### src/rtl/stream_chan_mux.sv
// stream_chan_mux
//   N-channel valid/ready stream multiplexer. A combinational round-robin
//   arbiter picks one requesting channel per cycle. The chosen beat is tagged
//   with its channel index and lands in a main output register (M). A second
//   skid register (S) absorbs the one beat that is already in flight when
//   the downstream consumer stalls. This keeps full throughput without a
//   combinational path from out_ready to in_ready.
//
//   Optional feature, selected by the macro STREAM_MUX_PKT_LOCK_EN:
//     When the macro is defined, the grant stays on one channel from its
//     first accepted beat until a beat with in_last=1 is accepted.
//     When it is undefined, arbitration is per beat and packets may
//     interleave; out_ch tells them apart.
//
// Parameters
//   NUM_CH  number of input channels (2..16)
//   DATA_W  payload width in bits (1..512)
//   CH_W    channel tag width, derived from NUM_CH
//
// Ports
//   clk        rising-edge clock
//   rst        synchronous active-high reset
//   in_valid   per-channel beat valid             [NUM_CH]
//   in_ready   per-channel accept, one-hot or 0   [NUM_CH]
//   in_data    channel c at [c*DATA_W +: DATA_W]  [NUM_CH*DATA_W]
//   in_last    per-channel end-of-packet          [NUM_CH]
//   out_valid  output beat valid
//   out_ready  downstream accept
//   out_data   output payload                     [DATA_W]
//   out_last   end-of-packet of output beat
//   out_ch     source channel of output beat      [CH_W]
module stream_chan_mux #(
  parameter  int NUM_CH = 4,
  parameter  int DATA_W = 32,
  localparam int CH_W   = $clog2(NUM_CH)
) (
  input  logic                     clk,
  input  logic                     rst,
  input  logic [NUM_CH-1:0]        in_valid,
  output logic [NUM_CH-1:0]        in_ready,
  input  logic [NUM_CH*DATA_W-1:0] in_data,
  input  logic [NUM_CH-1:0]        in_last,
  output logic                     out_valid,
  input  logic                     out_ready,
  output logic [DATA_W-1:0]        out_data,
  output logic                     out_last,
  output logic [CH_W-1:0]          out_ch
);

  // Round-robin search. The search starts one past the last granted
  // channel and wraps at NUM_CH-1, so non-power-of-two channel counts work.
  // Result: {found, channel}.
  function automatic logic [CH_W:0] rr_pick(input logic [CH_W-1:0] start,
                                            input logic [NUM_CH-1:0] vld);
    logic [CH_W-1:0] c;
    logic [CH_W-1:0] pick;
    logic            found;
    c     = start;
    pick  = '0;
    found = 1'b0;
    for (int i = 0; i < NUM_CH; i++) begin
      c = (c == CH_W'(NUM_CH - 1)) ? '0 : c + CH_W'(1);
      if (!found && vld[c]) begin
        found = 1'b1;
        pick  = c;
      end
    end
    return {found, pick};
  endfunction

  logic [CH_W-1:0]   ptr;
  logic [CH_W:0]     rr_res;
  logic              grant_vld;
  logic [CH_W-1:0]   grant_ch;
  logic              accept;
  logic              drain;

  logic [DATA_W-1:0] sel_data_p0;
  logic              sel_last_p0;

  logic              m_vld_p1;
  logic [DATA_W-1:0] m_data_p1;
  logic              m_last_p1;
  logic [CH_W-1:0]   m_ch_p1;

  logic              s_vld_p1;
  logic [DATA_W-1:0] s_data_p1;
  logic              s_last_p1;
  logic [CH_W-1:0]   s_ch_p1;

  assign rr_res = rr_pick(ptr, in_valid);

`ifdef STREAM_MUX_PKT_LOCK_EN
  logic            lock_act;
  logic [CH_W-1:0] lock_ch;

  // While a packet is open, only its channel may be granted. If that
  // channel pauses mid-packet, nobody is granted.
  always_comb begin
    if (lock_act) begin
      grant_vld = in_valid[lock_ch];
      grant_ch  = lock_ch;
    end else begin
      grant_vld = rr_res[CH_W];
      grant_ch  = rr_res[CH_W-1:0];
    end
  end
`else
  assign grant_vld = rr_res[CH_W];
  assign grant_ch  = rr_res[CH_W-1:0];
`endif

  // ---- stage p0: grant, beat selection, handshake ----
  // A full skid register blocks all intake. The stall signal therefore
  // comes from a register and never from out_ready.
  assign accept = grant_vld && !s_vld_p1 && !rst;
  assign drain  = m_vld_p1 && out_ready;

  always_comb begin
    in_ready = '0;
    if (accept) in_ready[grant_ch] = 1'b1;
  end

  always_comb begin
    sel_data_p0 = '0;
    sel_last_p0 = 1'b0;
    for (int c = 0; c < NUM_CH; c++) begin
      if (CH_W'(c) == grant_ch) begin
        sel_data_p0 = in_data[c*DATA_W +: DATA_W];
        sel_last_p0 = in_last[c];
      end
    end
  end

  // ---- stage p1: main (M) and skid (S) registers ----
  // Data registers are cleared too, so that out_data, out_last and
  // out_ch read 0 after reset.
  always_ff @(posedge clk) begin
    if (rst) begin
      m_vld_p1  <= 1'b0;
      m_data_p1 <= '0;
      m_last_p1 <= 1'b0;
      m_ch_p1   <= '0;
      s_vld_p1  <= 1'b0;
      s_data_p1 <= '0;
      s_last_p1 <= 1'b0;
      s_ch_p1   <= '0;
      ptr       <= CH_W'(NUM_CH - 1);
`ifdef STREAM_MUX_PKT_LOCK_EN
      lock_act  <= 1'b0;
      lock_ch   <= '0;
`endif
    end else begin
      if (drain) begin
        // S holds the older beat and goes first. When S is full, accept
        // is 0, so no new beat can compete with it.
        if (s_vld_p1) begin
          m_data_p1 <= s_data_p1;
          m_last_p1 <= s_last_p1;
          m_ch_p1   <= s_ch_p1;
          s_vld_p1  <= 1'b0;
        end else if (accept) begin
          m_data_p1 <= sel_data_p0;
          m_last_p1 <= sel_last_p0;
          m_ch_p1   <= grant_ch;
        end else begin
          m_vld_p1  <= 1'b0;
        end
      end else if (accept) begin
        if (!m_vld_p1) begin
          m_vld_p1  <= 1'b1;
          m_data_p1 <= sel_data_p0;
          m_last_p1 <= sel_last_p0;
          m_ch_p1   <= grant_ch;
        end else begin
          s_vld_p1  <= 1'b1;
          s_data_p1 <= sel_data_p0;
          s_last_p1 <= sel_last_p0;
          s_ch_p1   <= grant_ch;
        end
      end

      if (accept) begin
`ifdef STREAM_MUX_PKT_LOCK_EN
        if (sel_last_p0) begin
          ptr      <= grant_ch;
          lock_act <= 1'b0;
        end else begin
          lock_act <= 1'b1;
          lock_ch  <= grant_ch;
        end
`else
        ptr <= grant_ch;
`endif
      end
    end
  end

  assign out_valid = m_vld_p1;
  assign out_data  = m_data_p1;
  assign out_last  = m_last_p1;
  assign out_ch    = m_ch_p1;

endmodule

### config.mk
export PLATFORM = sky130hd
export DESIGN_NAME = stream_chan_mux
export DESIGN_NICKNAME = d
export VERILOG_FILES = /design/src/rtl/stream_chan_mux.sv
export SDC_FILE = /design/constraint.sdc
export NUM_CORES = 1
export LEC_CHECK = 0
export ABC_AREA = 1
export CAP_MARGIN = 20
export CORE_MARGIN = 2
export CORE_UTILIZATION = 47
export DETAILED_ROUTE_END_ITERATION = 10
export GPL_ROUTABILITY_DRIVEN = 0
export PLACE_DENSITY = 0.83
export SYNTH_ARGS = -nofsm -noshare
export SYNTH_HDL_FRONTEND = slang
export SYNTH_SLANG_ARGS = --single-unit
### constraint.sdc
create_clock -name clk -period 6.5 [get_ports clk]
set_input_delay 0.65 -clock clk [delete_from_list [all_inputs] [get_ports clk]]
set_output_delay 0.65 -clock clk [all_outputs]
set_load 0.03 [all_outputs]
==> flow_summary.yaml, run 1 <==
run_status:
  status: "finished clean"
sta:
  setup-tns-final_ps: 0
  drv_slew: 0
  fin_crit_sh_pct: 67.35
  max_slew_margin_pct: 28.48
  setup_viol: 0
  worstMarginPinSlew_ps: 1066
  hold_viol_final: 0
  rsz0062_at_grt: "no"
  finClkSkew_ps: 9.560
  fmax_ghz: 0.2284
  fin_crit_ps: 4378
synthesis:
  synth.avg_cell_area_um2: 6.675
  yosysUniqueCellTypes: 30
  synthTopCellsByArea: "dfxtp_1 (34%), nand3_1 (15%), nand2_1 (15%)"
  syn_inst: 648
  synth_seq_cells: 74
  synth_top_area_share_pct: 34.25
  yosysTopAreaCell: "dfxtp_1"
  syn_nets: 788
  synth_edf_count: 0
  postSynth.asyncResetShare_pct: 0
  ys_warn_count: 0
  yosysSeqAreaShare_pct: 34.25
  syn_area_um2: 4325
  ys.flop_type: "dfxtp_1"
grt:
  grt_util_met2_pct: 52.70
  grt.met1_usage_pct: 31.77
  use_met3_pct: 4.109
  grt_pass1_wl_um: 22830
  grt_util_all_layers_pct: 28.01
  gr-total-overflow: 0
  top_usage_layer: "met2"
  antenna_found_initial: 0
  grt_start_max_net_pins: 73
  grt_pass1_vias: 5083
floorplan:
  initial_core_util_pct: 47.72
  coreArea_um2: 9065
  die_x_um: 99.93
  rows: 35
  die-area_um2: 9986
  die_h_um: 99.93
  top_level_ports: 179
routing:
  wirelength_um: 14190
  drc: 0
  dr.pass1.iters: 5
  dr.first_iter.drc_count: 291
  vias: 5130
  via_per_inst: 5.656
  wl_per_cell_um: 15.64
  ant_nets: 0
worst_setup_path:
  critPathMaxFanout: 67
  crit_type: "flop to output pin"
  crit_chain: "ha_1 > inv_2 > nand2_2 > nand2_2 > nand2_2 > nand2_4 > nand3_4 > inv_2 > nand3_2 > nand2_4 > nand2_1 > nor2_1 > clkdlybuf4s50_1"
  endpoint_kind: "output pin"
  required_ps: 5850
  slowest_stage: "clkdlybuf4s50_1"
  worstPathArrival_ps: 3730
  worst_path_most_repeated_cell: "nand2_2"
  slowest_delay_ps: 700
  r2r_setup_slack_ps: 2740
  start_kind: "flop"
clocking:
  cts_tree: "yes"
  clk_path_buf_depth: 2
  ctsResizeCount: 0
  htree_levels: 3
  clkSlewWorstSetupHoldPaths_ps: 80
  cts_setup_buffers: 0
  insertion_delay_ps: 350
  cts.sinks: 74
  root_buffer: "clkbuf_8"
  cts_hold_buf: 0
  cts_made_buffers: 9
placement:
  placed_cells: 889
  portBuffers: 178
  detailed_place_hpwl_um: 9353
  placed_area_um2: 5981
job:
  drv_cap: 0
cells_and_area:
  nNetsFinal: 931
  seq_area_um2: 1481
  area_delta_synth_final_pct: 44.08
  fill_cells: 764
  diodes: 0
  final_cells: 907
  layout_commonest_cell: "clkdlybuf4s50_1"
  drive_gt1_share_pct: 6.281
  fin_area_um2: 6232
  final_cell_mix: "clkdlybuf4s50_1 (178), nand2_1 (175), nand3_1 (133)"
  multiInputGateArea_um2: 2465
power_and_ir_drop:
  power_density_nw_per_um2: 655.8
  peakVddDrop_v: 0.0004303
  p_leak_nw: 2.616
min_path:
  hold_path.class: "flop to flop"
[flip-flops by register name, summed over array words and instances, names as in the netlist]
| register | flops |
|---|---|
| s_last_p1 | 1 |
| ptr | 2 |
| s_data_p1 | 32 |
| out_ch | 2 |
| s_ch_p1 | 2 |
| s_vld_p1 | 1 |
| out_data | 32 |
| out_last | 1 |
| out_valid | 1 |
[layer usage]
| layer | wire (um) | up-vias |
|---|---|---|
| met5 | 0 | - |
| met4 | 302 | 0 |
| met3 | 1043 | 21 |
| met2 | 7284 | 219 |
| met1 | 5560 | 2385 |
| li1 | - | 2505 |
[critical path, delay by kind of cell (launching register included)]
family	cells	cell delay, ps
simple gates	9	1420
buf+inv	3	930
flops	1	620
fa+ha+maj	1	400
[area by class of cell]
type,count,area share [%]
Tap cell,111,2.228
Clock buffer,11,2.269
Timing Repair Buffer,182,29.59
Inverter,25,1.586
Sequential cell,74,23.77
Multi-Input combinational cell,499,39.55
Clock inverter,5,1.004
[logic make-up after synthesis]
group           after synthesis  share of synthesized area (%)
simple gates                373                          41.45
compound gates              125                          15.01
buf+inv                      75                          8.996
flops                        74                          34.25
fa+ha+maj                     1                         0.2892
[cells in the mapped netlist, types with 5 or more instances]
master / n
o21ai_0: 22
buf_4: 6
o21ai_1: 21
a21oi_1: 73
clkbuf_1: 15
nor2_1: 5
nand4_1: 29
or2_0: 5
nor2_2: 5
nand2_1: 175
nand2_2: 6
dfxtp_1: 74
buf_2: 22
nand3_1: 133
buf_6: 7
a31oi_1: 6
inv_2: 5
inv_1: 16
[metrics by stage]
stage / total power (W) / util, % / hold slack (ps) / worst slack (ps)
after floorplan: 0.002974 / - / 433.5 / 3507
after global placement: 0.003539 / 65.98 / 457.9 / 2440
after detailed placement: 0.003664 / 65.98 / 466.0 / 2295
after CTS: 0.004033 / 68.23 / 478.0 / 2103
final: 0.004087 / 68.75 / 476.1 / 2122
after global routing: 0.004442 / 68.75 / 486.9 / 1840
[path summary, 6_finish.rpt]
check / startpoint / endpoint / depth (start not counted)
max: ptr[0]$_SDFFE_PP1N_ / in_ready[1] / 13
min: s_data_p1[19]$_SDFFE_PP0P_ / s_data_p1[19]$_SDFFE_PP0P_ / 2
min reg2reg: s_data_p1[19]$_SDFFE_PP0P_ / s_data_p1[19]$_SDFFE_PP0P_ / 2
max reg2reg: ptr[0]$_SDFFE_PP1N_ / out_last$_SDFFE_PP0P_ / 13
[power by group]
group | switching (W) | internal [W]
Sequential | 0.000105 | 0.000630
Clock | 0.000181 | 0.000190
Combinational | 0.00202 | 0.000963
Power figures use the tool's default switching activity.
==> run 2, diff against run 1 <==
- CORE_UTILIZATION: 47 -> 39
- PLACE_DENSITY: 0.83 -> 0.73
- clock period: 6.5 -> 3.6 ns (I/O delays scaled with it)
==> run 2 against run 1 <==
Global-route usage fell by 3.5 points. Critical path type unchanged. Sequential share of layout area fell by 0.28 points. First-iteration DRC count decreased by 7.6%. Critical endpoint is now in_ready[3]. Sequential cell count unchanged. Register-to-register slack lost 2200 ps. Design area rose by 1.2%.
==> flow_summary.yaml, run 2 (synthesis gave the netlist of run 1 again) <==
routing:
  ant_nets: 0
  wl_per_cell_um: 15.81
  via_per_inst: 5.447
  dr.first_iter.drc_count: 269
  drc: 0
  wl_met2_um: 7537
  dr_wl_met3_um: 1254
  drt-met1-wl_um: 5682
  wirelength_um: 14890
  routed.top_layer: "met4"
  dr.pass1.iters: 5
  vias: 5131
cells_and_area:
  final_cell_mix: "clkdlybuf4s50_1 (178), nand2_1 (175), nand3_1 (133)"
  drive_gt1_share_pct: 7.107
  layout_commonest_cell: "clkdlybuf4s50_1"
  area_delta_synth_final_pct: 45.82
  diodes: 0
  fin_area_um2: 6307
  nNetsFinal: 938
worst_setup_path:
  crit_type: "flop to output pin"
  crit_chain: "ha_1 > inv_2 > nand3_1 > nand2_1 > inv_2 > nand3_2 > nor2_1 > nor2_2 > nand2_4 > nand2_1 > nor2_1 > clkdlybuf4s50_1"
  crit_start: "ptr[1]$_SDFFE_PP1N_"
  critPathMaxFanout: 28
  slowest_delay_ps: 670
  endpoint_kind: "output pin"
  start_kind: "flop"
  rr_startpoint: "ptr[0]$_SDFFE_PP1N_"
  crit_family: "simple AND/OR/NAND/NOR gates"
  r2r_setup_slack_ps: 540
  slowest_stage: "clkdlybuf4s50_1"
  worstPathArrival_ps: 3020
  required_ps: 3240
  path_buf_inv: 3
sta:
  finClkSkew_ps: 11.86
  drv_slew: 0
  fin_crit_sh_pct: 94.02
  hold_viol_final: 0
  setup_slack_ps: 215.4
  worstMarginPinSlew_ps: 722.0
  rsz0062_at_grt: "no"
  max_slew_margin_pct: 51.80
  setup-tns-final_ps: 0
  setup_viol: 0
  fmax_ghz: 0.2955
  fin_crit_ps: 3385
min_path:
  hold_path.class: "flop to flop"
  worstHoldStart: "s_ch_p1[0]$_SDFFE_PP0P_"
placement:
  detailed_place_hpwl_um: 10100
  portBuffers: 178
  pre_cts_ws_ps: 474.0
  placed_area_um2: 6077
clocking:
  clk_path_buf_depth: 2
  htree_levels: 3
  cts.sinks: 74
  root_buffer: "clkbuf_8"
  cts_hold_buf: 0
  clkSlewWorstSetupHoldPaths_ps: 80
  insertion_delay_ps: 350
  cts_made_buffers: 9
  ctsResizeCount: 0
  cts_tree: "yes"
  cts_setup_buffers: 0
floorplan:
  die_h_um: 109.3
  die-area_um2: 11950
  initial_core_util_pct: 39.90
  die_x_um: 109.3
  rows: 38
  top_level_ports: 179
  coreArea_um2: 10840
grt:
  gr-total-overflow: 0
  antenna_found_initial: 0
  grt_pass1_wl_um: 22910
  grt_util_all_layers_pct: 24.50
  grt_pass1_vias: 4862
  grt_start_max_net_pins: 72
run_status:
  status: "finished clean"
job:
  drv_cap: 0
power_and_ir_drop:
  peakVddDrop_v: 0.0005983
  power_density_nw_per_um2: 1172
  p_leak_nw: 2.650
[run 2: cell types whose count changed in the layout (fill, tap and decap cells not counted), sizes merged]
cell,previous run,this run
buf,4,11
clkinv,3,4
clkinvlp,2,1
inv,24,23
[run 2: where the power goes]
part / switching, W / leakage (nW) / internal [W] / total, W
combinational: 0.00369 / 1.94 / 0.00174 / 0.00543
clock: 0.000309 / 0.101 / 0.000354 / 0.000663
sequential: 0.000164 / 0.607 / 0.00114 / 0.00130
total: 0.00416 / 2.65 / 0.00323 / 0.00739
[run 2: per-stage QoR]
stage               util, %  hold slack (ps)  cells  power, W
finish                58.18            476.0    942  0.007393
detailed placement    56.06            462.6    926  0.006732
floorplan                 -            429.1    648  0.005369
global route          58.18            488.1    942  0.008034
global placement      56.06            452.8    926  0.006549
CTS                   57.93            476.9    941  0.007409
[run 2: path summary, 6_finish.rpt]
check | to | cells past startpoint
max | in_ready[3] | 12
min | s_ch_p1[0]$_SDFFE_PP0P_ | 2
min reg2reg | s_ch_p1[0]$_SDFFE_PP0P_ | 2
max reg2reg | out_data[23]$_SDFFE_PP0P_ | 15
[run 2: worst min-delay path, cell delays in order, from the launching register on]
cell	delay, ps
dfxtp_1	320
nand2_1	60
a21oi_1	50
[run 2: cell type report]
type / instances / area (um^2)
repair buffers: 189 / 1884
multi-input cells: 499 / 2465
clock inverters: 4 / 51.30
well taps: 140 / 175.2
fillers: 1006 / 4533
inverters: 25 / 98.84
flip-flops and latches: 74 / 1481
clock buffers: 11 / 151.4
[run 2: per-layer routing]
layer	GRT usage (%)	vias up
met5	0	-
met4	10.94	0
met3	5.157	29
met2	45.56	214
met1	26.55	2369
li1	-	2519
==> run 3, diff against run 2 <==
--- a/config.mk
+++ b/config.mk
@@ -12,5 +12,5 @@
 export DETAILED_ROUTE_END_ITERATION = 10
 export GPL_ROUTABILITY_DRIVEN = 0
-export PLACE_DENSITY = 0.73
+export PLACE_DENSITY = 0.77
 export SYNTH_ARGS = -nofsm -noshare
 export SYNTH_HDL_FRONTEND = slang
==> constraint.sdc (replaced) <==
create_clock -name clk -period 3.6 [get_ports clk]
set_input_delay 0.72 -clock clk [delete_from_list [all_inputs] [get_ports clk]]
set_output_delay 0.72 -clock clk [all_outputs]
set_load 0.03 [all_outputs]
==> run 3 against run 2 <==
Utilization down 0.44 points. Non-clock buffer count up 2. Sequential power about the same. Clock skew down 3.9 ps. Worst hold slack worse by 8.0 ps. Clock power down 14%. Critical path depth up 2. Clock-buffer cell count down 1. Largest cell class unchanged.
==> flow_summary.yaml, run 3 (synthesis gave the netlist of run 1 again) <==
worst_setup_path:
  slowest_delay_ps: 440
  critPathMaxFanout: 10
  r2r_setup_slack_ps: 710
  rr_worst_depth: 17
  crit_type: "flop to output pin"
  rr_startpoint: "ptr[0]$_SDFFE_PP1N_"
  crit_start: "ptr[0]$_SDFFE_PP1N_"
  start_kind: "flop"
  slowest_stage: "ha_1"
  required_ps: 2880
  worstPathArrival_ps: 2560
  worst_r2r_endpoint: "out_data[9]$_SDFFE_PP0P_"
  endpoint_kind: "output pin"
  crit_chain: "buf_4 > ha_1 > inv_2 > nand2_2 > nand3_1 > nand2_4 > nand3_4 > nor2_2 > nor2_4 > nand2_4 > inv_1 > nand2_1 > nor2_1 > buf_4"
grt:
  grt_start_max_net_pins: 72
  grt_util_all_layers_pct: 23.81
  antenna_found_initial: 0
  gr-total-overflow: 0
  grt_pass1_wl_um: 22450
  grt_pass1_vias: 4777
cells_and_area:
  layout_commonest_cell: "nand2_1"
  diodes: 0
  nNetsFinal: 940
  seq_area_um2: 1481
  area_delta_synth_final_pct: 44.72
  drive_gt1_share_pct: 7.826
  final_cell_mix: "nand2_1 (175), clkdlybuf4s50_1 (174), nand3_1 (133)"
  multiInputGateArea_um2: 2465
  final_cells: 945
  fill_cells: 1004
routing:
  via_per_inst: 5.459
  ant_nets: 0
  dr.pass1.iters: 5
  drc: 0
  vias: 5159
  wirelength_um: 14920
  wl_per_cell_um: 15.78
  dr.first_iter.drc_count: 352
sta:
  setup_viol: 0
  finClkSkew_ps: 7.990
  fin_crit_sh_pct: 91.05
  drv_slew: 0
  setup-tns-final_ps: 0
  worstMarginPinSlew_ps: 694.0
  fin_crit_ps: 3278
  hold_viol_final: 0
  max_slew_margin_pct: 53.67
  fmax_ghz: 0.3051
  rsz0062_at_grt: "no"
clocking:
  cts_setup_buffers: 0
  clkSlewWorstSetupHoldPaths_ps: 80
  ctsResizeCount: 0
  cts_tree: "yes"
  clk_path_buf_depth: 2
  insertion_delay_ps: 350
  root_buffer: "clkbuf_8"
  cts_made_buffers: 9
  htree_levels: 3
  cts.sinks: 74
  cts_hold_buf: 0
floorplan:
  initial_core_util_pct: 39.90
  rows: 38
  top_level_ports: 179
  die-area_um2: 11950
  die_x_um: 109.3
  die_h_um: 109.3
  coreArea_um2: 10840
placement:
  detailed_place_hpwl_um: 10190
  portBuffers: 178
  placed_cells: 929
power_and_ir_drop:
  power_density_nw_per_um2: 1161
  p_total_w: 0.007268
  power.switching_w: 0.004130
  p_clk_share_pct: 7.8
  pwr-share-comb_pct: 74.2
  peakVddDrop_v: 0.0008998
  p_seq_share_pct: 18.0
  swShare_pct: 56.82
  p_leak_nw: 2.643
  p_int_w: 0.003138
min_path:
  hold_path.class: "flop to flop"
  min_to: "s_ch_p1[0]$_SDFFE_PP0P_"
  worstHoldStart: "s_ch_p1[0]$_SDFFE_PP0P_"
  whs_path_depth: 2
job:
  drv_cap: 0
run_status:
  status: "finished clean"
-- run 3: changes by cell type in the layout (fill, tap and decap cells not counted), sizes merged --
cell	before	now
buf	11	17
clkdlybuf4s50	178	174
bufinv	1	0
clkbuf	11	10
clkinv	4	5
clkinvlp	1	2
inv	23	24
-- run 3: worst max path at each step --
stage / slack (ps) / end
floorplan: 510 / in_ready[0]
global placement: 450 / in_ready[3]
detailed placement: 330 / in_ready[3]
CTS: 310 / in_ready[3]
global route: 110 / in_ready[3]
finish: 320 / in_ready[3]
-- run 3: per-layer routing --
metal  part of all wire, %  vias to the layer above  GRT usage, %
met4                   2.6                        0         8.590
met3                   8.8                       33         5.394
met1                    40                     2360         28.00
met2                    49                      246         42.32
met5                     0                        -             0
li1                      -                     2520             -
-- run 3: cell type report --
type,count,area share [%]
well taps,140,2.798
flip-flops and latches,74,23.67
clock buffers,10,2.039
repair buffers,191,29.86
inverters,25,1.579
clock inverters,6,0.6796
multi-input cells,499,39.38
-- run 3: critical path, delay by kind of cell (launching register included) --
family                   cells  cell delay, ps
AND/OR/NAND/NOR              9             930
flip-flops                   1             310
buffers and inverters        4             520
adder cells (fa/ha/maj)      1             440
-- run 3: metrics by stage --
stage	area, um^2	setup slack, ps	utilization, %	hold WS, ps
detailed placement	6090	333.5	56.18	461.9
global placement	6090	445.1	56.18	455.9
finish	6260	322.1	57.74	468.0
floorplan	4325	507.1	-	433.5
global route	6260	112.1	57.74	488.3
CTS	6260	313.7	57.74	475.1
-- run 3: power by group through the flow --
| stage | logic, W | clock network [W] | registers (W) |
|---|---|---|---|
| after floorplan | 0.00367 | 0 | 0.00170 |
| after global placement | 0.00522 | 0 | 0.00131 |
| after detailed placement | 0.00539 | 0 | 0.00132 |
| after CTS | 0.00539 | 0.000584 | 0.00130 |
| after global routing | 0.00587 | 0.000624 | 0.00134 |
| final | 0.00539 | 0.000570 | 0.00131 |
